File: config.mk
export PLATFORM = sky130hd
export DESIGN_NAME = mul_share_sched
export DESIGN_NICKNAME = d
export VERILOG_FILES = /design/src/rtl/mul_share_pkg.sv /design/src/rtl/mul_share_sched_arbiter.sv /design/src/rtl/mul_share_sched_mult.sv /design/src/rtl/mul_share_sched.sv
export SDC_FILE = /design/constraint.sdc
export NUM_CORES = 1
export LEC_CHECK = 0
export CAP_MARGIN = 20
export CELL_PAD_IN_SITES_DETAIL_PLACEMENT = 0
export CELL_PAD_IN_SITES_GLOBAL_PLACEMENT = 2
export CORE_AREA = 2 2 158 98
export CTS_CLUSTER_SIZE = 25
export DETAILED_ROUTE_END_ITERATION = 16
export DIE_AREA = 0 0 160 100
export GPL_TIMING_DRIVEN = 0
export HOLD_SLACK_MARGIN = 0.1
export PLACE_DENSITY_LB_ADDON = 0.1
export SYNTH_ARGS = -nofsm -noshare
export SYNTH_HDL_FRONTEND = slang
export SYNTH_SLANG_ARGS = --single-unit
File: constraint.sdc
create_clock -name clk -period 6.9 [get_ports clk]
set_clock_uncertainty 0.1 [all_clocks]
set_input_delay 2.07 -clock clk [delete_from_list [all_inputs] [get_ports clk]]
set_output_delay 2.07 -clock clk [all_outputs]
set_load 0.005 [all_outputs]
File: src/rtl/mul_share_pkg.sv
// mul_share_pkg: FSM states and EXEC depth for mul_share_sched
// EXEC depth follows MUL_SHARE_SCHED_PIPE_EN.
package mul_share_pkg;
`ifdef MUL_SHARE_SCHED_PIPE_EN
  localparam int EXEC_CYCLES = 2;
`else
  localparam int EXEC_CYCLES = 1;
`endif
  typedef enum logic [1:0] {IDLE, EXEC, DONE} state_t;
endpackage

File: src/rtl/mul_share_sched_arbiter.sv
// rr_arbiter: round-robin pick of one requester, searching upward from ptr
module rr_arbiter #(
  parameter int N = 4,
  localparam int IW = $clog2(N)
) (
  input  logic [N-1:0]  req,
  input  logic [IW-1:0] ptr,
  output logic [N-1:0]  gnt,
  output logic [IW-1:0] idx
);
  // Walk from the farthest slot back to ptr so the nearest active request wins.
  always_comb begin
    gnt = '0;
    idx = '0;
    for (int k = N - 1; k >= 0; k--) begin
      if (req[(int'(ptr) + k) % N]) begin
        gnt = N'(1) << ((int'(ptr) + k) % N);
        idx = IW'((int'(ptr) + k) % N);
      end
    end
  end
endmodule

File: src/rtl/mul_share_sched_mult.sv
// array_mult: unsigned WxW array multiplier; MUL_SHARE_SCHED_PIPE_EN registers the
// partial products before the final sum.
module array_mult #(
  parameter int W = 8
) (
`ifdef MUL_SHARE_SCHED_PIPE_EN
  input  logic           clk,
  input  logic           rst_n,
`endif
  input  logic [W-1:0]   a,
  input  logic [W-1:0]   b,
  output logic [2*W-1:0] p
);
  logic [W-1:0][2*W-1:0] pp_d, pp_s;
  always_comb begin
    for (int i = 0; i < W; i++) pp_d[i] = b[i] ? ({{W{1'b0}}, a} << i) : '0;
  end
`ifdef MUL_SHARE_SCHED_PIPE_EN
  logic [W-1:0][2*W-1:0] pp_q;
  always_ff @(posedge clk or negedge rst_n) begin
    if (!rst_n) pp_q <= '0;
    else pp_q <= pp_d;
  end
  assign pp_s = pp_q;
`else
  assign pp_s = pp_d;
`endif
  always_comb begin
    p = '0;
    for (int i = 0; i < W; i++) p = p + pp_s[i];
  end
endmodule

File: src/rtl/mul_share_sched.sv
// mul_share_sched: one shared multiplier time-multiplexed across N_REQ requesters
// with round-robin grant; MUL_SHARE_SCHED_PIPE_EN adds one EXEC cycle.
module mul_share_sched
  import mul_share_pkg::*;
#(
  parameter int N_REQ = 4,
  parameter int W = 8,
  localparam int IW = $clog2(N_REQ)
) (
  input  logic             clk,
  input  logic             rst_n,
  input  logic [N_REQ-1:0] req_valid,
  input  logic [N_REQ*W-1:0] req_a,
  input  logic [N_REQ*W-1:0] req_b,
  output logic [N_REQ-1:0] req_ready,
  output logic             rsp_valid,
  input  logic             rsp_ready,
  output logic [IW-1:0]    rsp_id,
  output logic [2*W-1:0]   rsp_out
);
  state_t state_q, state_d;
  logic [IW-1:0] rr_q, rr_d, own_q, own_d, rsp_id_q, rsp_id_d, g_idx;
  logic [W-1:0] a_q, a_d, b_q, b_d;
  logic [1:0] cnt_q, cnt_d;
  logic [2*W-1:0] rsp_out_q, rsp_out_d, prod;
  logic rsp_valid_q, rsp_valid_d;
  logic [N_REQ-1:0] gnt;

  rr_arbiter #(.N(N_REQ)) u_arb (.req(req_valid), .ptr(rr_q), .gnt(gnt), .idx(g_idx));

  array_mult #(.W(W)) u_mul (
`ifdef MUL_SHARE_SCHED_PIPE_EN
    .clk(clk), .rst_n(rst_n),
`endif
    .a(a_q), .b(b_q), .p(prod)
  );

  always_comb begin
    state_d = state_q;
    rr_d = rr_q;
    own_d = own_q;
    a_d = a_q;
    b_d = b_q;
    cnt_d = cnt_q;
    rsp_out_d = rsp_out_q;
    rsp_id_d = rsp_id_q;
    rsp_valid_d = rsp_valid_q;
    case (state_q)
      IDLE: if (|req_valid) begin
        state_d = EXEC;
        a_d = req_a[int'(g_idx)*W +: W];
        b_d = req_b[int'(g_idx)*W +: W];
        own_d = g_idx;
        rr_d = (g_idx == IW'(N_REQ - 1)) ? '0 : g_idx + 1'b1;
        cnt_d = '0;
      end
      EXEC: if (cnt_q == 2'(EXEC_CYCLES - 1)) begin
        state_d = DONE;
        rsp_out_d = prod;
        rsp_id_d = own_q;
        rsp_valid_d = 1'b1;
      end else cnt_d = cnt_q + 1'b1;
      DONE: if (rsp_ready) begin
        state_d = IDLE;
        rsp_valid_d = 1'b0;
      end
      default: state_d = IDLE;
    endcase
  end

  always_ff @(posedge clk or negedge rst_n) begin
    if (!rst_n) begin
      state_q <= IDLE;
      rr_q <= '0;
      own_q <= '0;
      a_q <= '0;
      b_q <= '0;
      cnt_q <= '0;
      rsp_out_q <= '0;
      rsp_id_q <= '0;
      rsp_valid_q <= 1'b0;
    end else begin
      state_q <= state_d;
      rr_q <= rr_d;
      own_q <= own_d;
      a_q <= a_d;
      b_q <= b_d;
      cnt_q <= cnt_d;
      rsp_out_q <= rsp_out_d;
      rsp_id_q <= rsp_id_d;
      rsp_valid_q <= rsp_valid_d;
    end
  end

  // Grant strobe is combinational so it marks the sampling cycle itself; reset masks it.
  assign req_ready = (state_q == IDLE && rst_n) ? gnt : '0;
  assign rsp_valid = rsp_valid_q;
  assign rsp_id = rsp_id_q;
  assign rsp_out = rsp_out_q;
endmodule

=== Word-level counts from Yosys, hierarchy flattened ===
Index checks and enable logic that the tools add are counted.
Widths: inputs -> output; s select.

* Flip-flop bits (word level): 43
* Bits of input ports: 71

* $add $sub $neg: 12
* $lt $le $gt $ge: 4
* Eq/ne operators: 7
* Shifts and indexed selects: 6
* Mux-type cells: 39
* Bitwise logic cells: 3
* Reductions and logical operators: 14

{| class="wikitable"
|+ Operator list
! operator !! number
|-
| $shl 1x32->4 const A || 3
|-
| $shiftx 32x6->8 || 2
|-
| $add 16x16->16 || 3
|-
| $mux 2 || 10
|-
| $mux 4 || 5
|-
| $add 16x12->16 || 1
|-
| $add 16x13->16 || 1
|-
| $add 16x14->16 || 1
|-
| $add 16x15->16 || 1
|-
| $mux 15 || 1
|-
| $mux 14 || 1
|-
| $mux 13 || 1
|-
| $lt 3x4->1 const B || 3
|-
| $mux 12 || 1
|-
| $mux 11 || 1
|-
| $mux 10 || 1
|-
| $mux 1 || 9
|-
| $mux 9 || 1
|-
| $reduce_and 3->1 || 3
|-
| $bmux 1 s2 || 4
|-
| $mux 8 || 1
|-
| $ne 2x2->1 const B || 4
|-
| $add 2x1->2 const B || 3
|-
| $pmux 2 s3 || 1
|-
| 14 further kinds || 23
|}

=== Longest topological paths before layout ===
* Word-level depth: 12
* Gate-level depth with buffers: 15

=== Cells and area by module ===
Synthesis repeated with hierarchy kept, for this count alone.

* Cells, all modules: 403
* Area total of the unflattened synthesis: 4561.9 µm²

{| class="wikitable"
|+ Modules (own cells, without submodules)
! module !! times used !! cells an instance !! area an instance (µm²)
|-
| mul_share_sched || 1 || 131 || 2149.6
|-
| array_mult || 1 || 212 || 1921.8
|-
| rr_arbiter || 1 || 60 || 490.5
|}

=== Worst setup path after synthesis ===
Ideal clock, no wire load.

* Kind: input port to output port
* Start point: input req_valid[1]
* End point: output req_ready[1]
* Data arrival time: 3292 ps
* Data required time: 4730 ps
* Setup slack: 1438 ps
* Stages: 6
* Path buffers: 0
* Cells stage by stage: mux4_2 and2b_1 a22oi_1 a211oi_1 a21oi_1 nor2_1

* Longest elaborated chain between the ends: 8
* Elaborated cells between the ends (all ways): 16
* Classes of those cells: 16 x mux

{| class="wikitable"
|+ Ends and longest elaborated chain
! element !! RTL line !! RTL
|-
| from (decl) || mul_share_sched.sv:12 || <nowiki>input logic [N_REQ-1:0] req_valid,</nowiki>
|-
| $bmux 1 s2 || mul_share_sched_arbiter.sv:16 || <nowiki>if (req[(int'(ptr) + k) % N]) begin</nowiki>
|-
| $mux 1 (not written as such) (2 in series) || mul_share_sched_arbiter.sv:16 ||
|-
| $mux 4 (3 in series) || mul_share_sched_arbiter.sv:16 ||
|-
| $mux 4 (*) || mul_share_sched_arbiter.sv:16 ||
|-
| $mux 4 (*) || mul_share_sched.sv:96 || <nowiki>assign req_ready = (state_q == IDLE && rst_n) ? gnt : '0;</nowiki>
|-
| to (decl) || mul_share_sched.sv:15 || <nowiki>output logic [N_REQ-1:0] req_ready,</nowiki>
|}

Mark *: on every way between the ends. The rest lies on a longest branch, timed or not. The select of a mux whose other input is x is not followed.

=== Final worst setup path ===
* Start point: input req_valid[2]
* End point: output req_ready[2]

The elaborated chain is that of the path after synthesis.

==> summary.md <==
Global routing
- busiest layer in global routing: met1
- global routing usage on met2: 23.9%
- number of antenna violations at the first check in global routing: 0
- pin count of the biggest net entering global routing: 36
- number of global-route vias before repair: 4166
- met3 Use GR: 2.73%
- GRT Residual Overflow: 0
- Tot GR Track Use: 17.6%
- first-pass GRT wire length: 22.2 mm
- met1 layer usage reported by global route: 29.5%

STA
- maximum operating frequency: 151 MHz
- endpoints failing setup: 0
- fraction of the cycle the final worst path needs: 96.1%
- final critical delay including setup and external delays: 6.63 ns
- transition at the pin with the smallest max-transition slack: 1.05 ns
- unrepaired setup endpoints after global routing: false
- max-slew headroom at the worst pin: 28.3%
- number of hold-slack violations in the final timing report: 0
- final count of pins violating max slew: 0

Detailed routing
- Pre-Repair DR Iteration Count: 6
- Via Count: 4248
- Post-DRT Antenna Nets: 0
- mean number of vias per cell: 4.96
- routed len/inst: 16.3 µm
- number of DRC markers after the initial detailed-route iteration: 166
- DRC violations left: 0
- total wire length after detailed routing: 13.9 mm

Setup path
- worst r2r path cells: 14
- startpoint of the worst setup timing path: req_valid[2]
- Worst R2R Start: b_q[6]
- worst path required time: 4.73 ns
- capturing point of the worst reg2reg path: rsp_out[14]
- arrival time worst endpoint: 4.46 ns
- worst setup slack for register-to-register paths: 1.84 ns
- endpoint type of the worst setup path: output pin
- WS Path Type: in -> out
- Crit path largest cell delay: 0.59 ns
- Critical Path Sink: req_ready[2]
- cells along the critical path: clkdlybuf4s50_1, mux4_2, and2b_1, a22oi_1, a211oi_1, a21oi_1, nor2_1, clkdlybuf4s50_1
- CP bufs+invs: 2
- cell count along the critical path: 8
- highest net fanout along the worst path: 7
- cell with the largest stage delay on the worst path: mux4_2
- crit path launch type: primary input
- Worst path top cell family by delay: buffers and inverters
- CP dominant cell by count: clkdlybuf4s50_1

Floorplan
- Horiz. Die Dim: 160 µm
- area of the die: 0.0160 mm²
- Initial Util: 33.9%
- Core Footprint: 0.0148 mm²
- standard-cell row count: 35
- IO Pins: 94
- overall die height: 100 µm

Clocking
- worst skew pair latency: 0.29 ns
- post-cts gate resize count: 0
- H-tree depth: 2
- clock tree from TritonCTS: built
- clock-pin slew on the worst setup and hold paths: 0.07 ns
- cts-stage hold buffer count: 0
- Post-CTS Repair Setup Buffers: 0
- library cell used as clock root buffer: clkbuf_16
- number of sinks handled by clock tree synthesis: 43
- number of buffers created by CTS: 5
- largest buffer count on any clock path: 2

Synth
- nets in the synthesized netlist: 699
- number of different library cells in the post-synthesis netlist: 58
- count of flip-flops with a built-in enable after synthesis: 0
- fraction of the yosys area taken by sequential cells: 21.4%
- FF+latch count, synth: 43
- Post-Synthesis Cells: 551
- yosys synthesis warning count: 0
- Post-Syn Area per Cell: 9.11 µm²
- proportion of register bits with asynchronous set or reset after synthesis: 100%
- predominant post-synthesis flop cell: dfrtp_1
- post-synthesis instance area: 0.00502 mm²

Layout
- Final Net Count: 800
- proportion of layout cells with a drive suffix above 1: 10.1%
- fin cells: 856
- ant diodes: 0
- commonest non-fill, non-tap cell in the layout: clkdlybuf4s50_1
- commonest non-fill, non-tap cells in the layout: clkdlybuf4s50_1 (92), inv_1 (81), nand2_1 (77)
- Area Growth Syn to Fin: 27.3%

Place
- Detail Placement HPWL: 11.5 mm
- final RePlAce weighted congestion: 0.807
- total of buffers placed on input and output ports: 93
- number of placed instances, taps included: 848

Min path
- worst min-delay path class: reg -> reg

Flow run
- number of max-cap violations: 0

Status
- run status: completed

cells by family (layout without fill, tap and decap cells):
group / Yosys count / in the layout / synth area share [%]
AO/OA/AOI/OAI: 140 / 140 / 23.0
flip-flops: 43 / 43 / 21.4
XOR/XNOR: 7 / 7 / 1.22
AND/OR/NAND/NOR: 163 / 163 / 15.5
multiplexers: 11 / 11 / 3.66
buffers and inverters: 110 / 212 / 10.3
adder cells (fa/ha/maj): 77 / 77 / 24.9
area by class of cell:
type                            instances  area (µm²)
Buffer                                 29         215
Clock buffer                            5         125
Clock inverter                          3        46.3
Fill cell                            1481        8410
Inverter                               81         304
Multi-Input combinational cell        398        3430
Sequential cell                        43        1080
Tap cell                              203         254
Timing Repair Buffer                   94         946
cell usage after synthesis, types with 3 or more instances:
library cell | number | area, µm²
ha_1 | 39 | 488
mux2_2 | 4 | 45.0
nand3_1 | 5 | 25.0
dlygate4sd1_1 | 3 | 26.3
buf_6 | 7 | 78.8
or2_2 | 3 | 18.8
a211oi_2 | 18 | 225
a211oi_1 | 51 | 383
o31ai_2 | 8 | 100
and2_1 | 45 | 282
nor2_1 | 21 | 78.8
dfrtp_1 | 43 | 1080
a21o_1 | 4 | 30.0
nand2_1 | 77 | 289
a21oi_1 | 12 | 60.1
a211o_1 | 3 | 26.3
mux4_2 | 3 | 67.6
o31ai_1 | 8 | 60.1
fa_1 | 38 | 761
o21ai_0 | 13 | 65.1
inv_1 | 81 | 304
xnor2_1 | 6 | 52.6
clkbuf_1 | 13 | 48.8
a22oi_1 | 4 | 30.0
worst min path at each step:
stage	cells past startpoint	slack, ns	start	endpoint
after CTS	2	0.38	own_q[1]	rsp_id[1]
after global placement	2	0.35	own_q[1]	rsp_id[1]
after global routing	2	0.39	own_q[1]	rsp_id[1]
final	2	0.38	own_q[1]	rsp_id[1]
after detailed placement	2	0.36	own_q[1]	rsp_id[1]
after floorplan	2	0.33	own_q[0]	rsp_id[0]
routing by layer:
layer | wire length (µm) | up-vias | part of all wire [%]
met5 | 0 | - | 0
met3 | 600 | 4 | 4.3
met1 | 7860 | 2072 | 56
li1 | - | 2086 | -
met2 | 5430 | 86 | 39
met4 | 39 | 0 | 0.28
registers in the layout (all words and copies together), names as in the netlist:
name and flops:
rsp_valid 1, rr_q 2, own_q 2, cnt_q 2, rsp_out 16, b_q 8, a_q 8, state_q 2
rsp_id 2
worst register-to-register path, cell delays in order, from the launching register on:
cell,delay (ns)
dfrtp_1,0.32
clkbuf_1,0.42
and2_1,0.23
fa_1,0.43
fa_1,0.48
fa_1,0.54
inv_1,0.05
fa_1,0.52
inv_1,0.04
ha_1,0.29
inv_1,0.08
o21bai_1,0.12
a2111oi_0,0.95
or4b_2,0.27
nand3_1,0.08
metrics by stage:
stage               worst slack [ns]  TNS [ns]  hold WS, ns  util [%]  instance area [µm²]
finish                         0.267         0        0.380      43.2                 6390
global route                  0.0570         0        0.393      43.2                 6390
CTS                            0.273         0        0.381      43.2                 6390
detailed placement             0.279         0        0.357      42.0                 6220
global placement              -0.426     -1.68        0.350      41.9                 6210
floorplan                       1.44         0        0.333         -                 5020
Power is not shown: default switching activity piles up to over one toggle a cycle in this logic, so the estimate is an artifact.
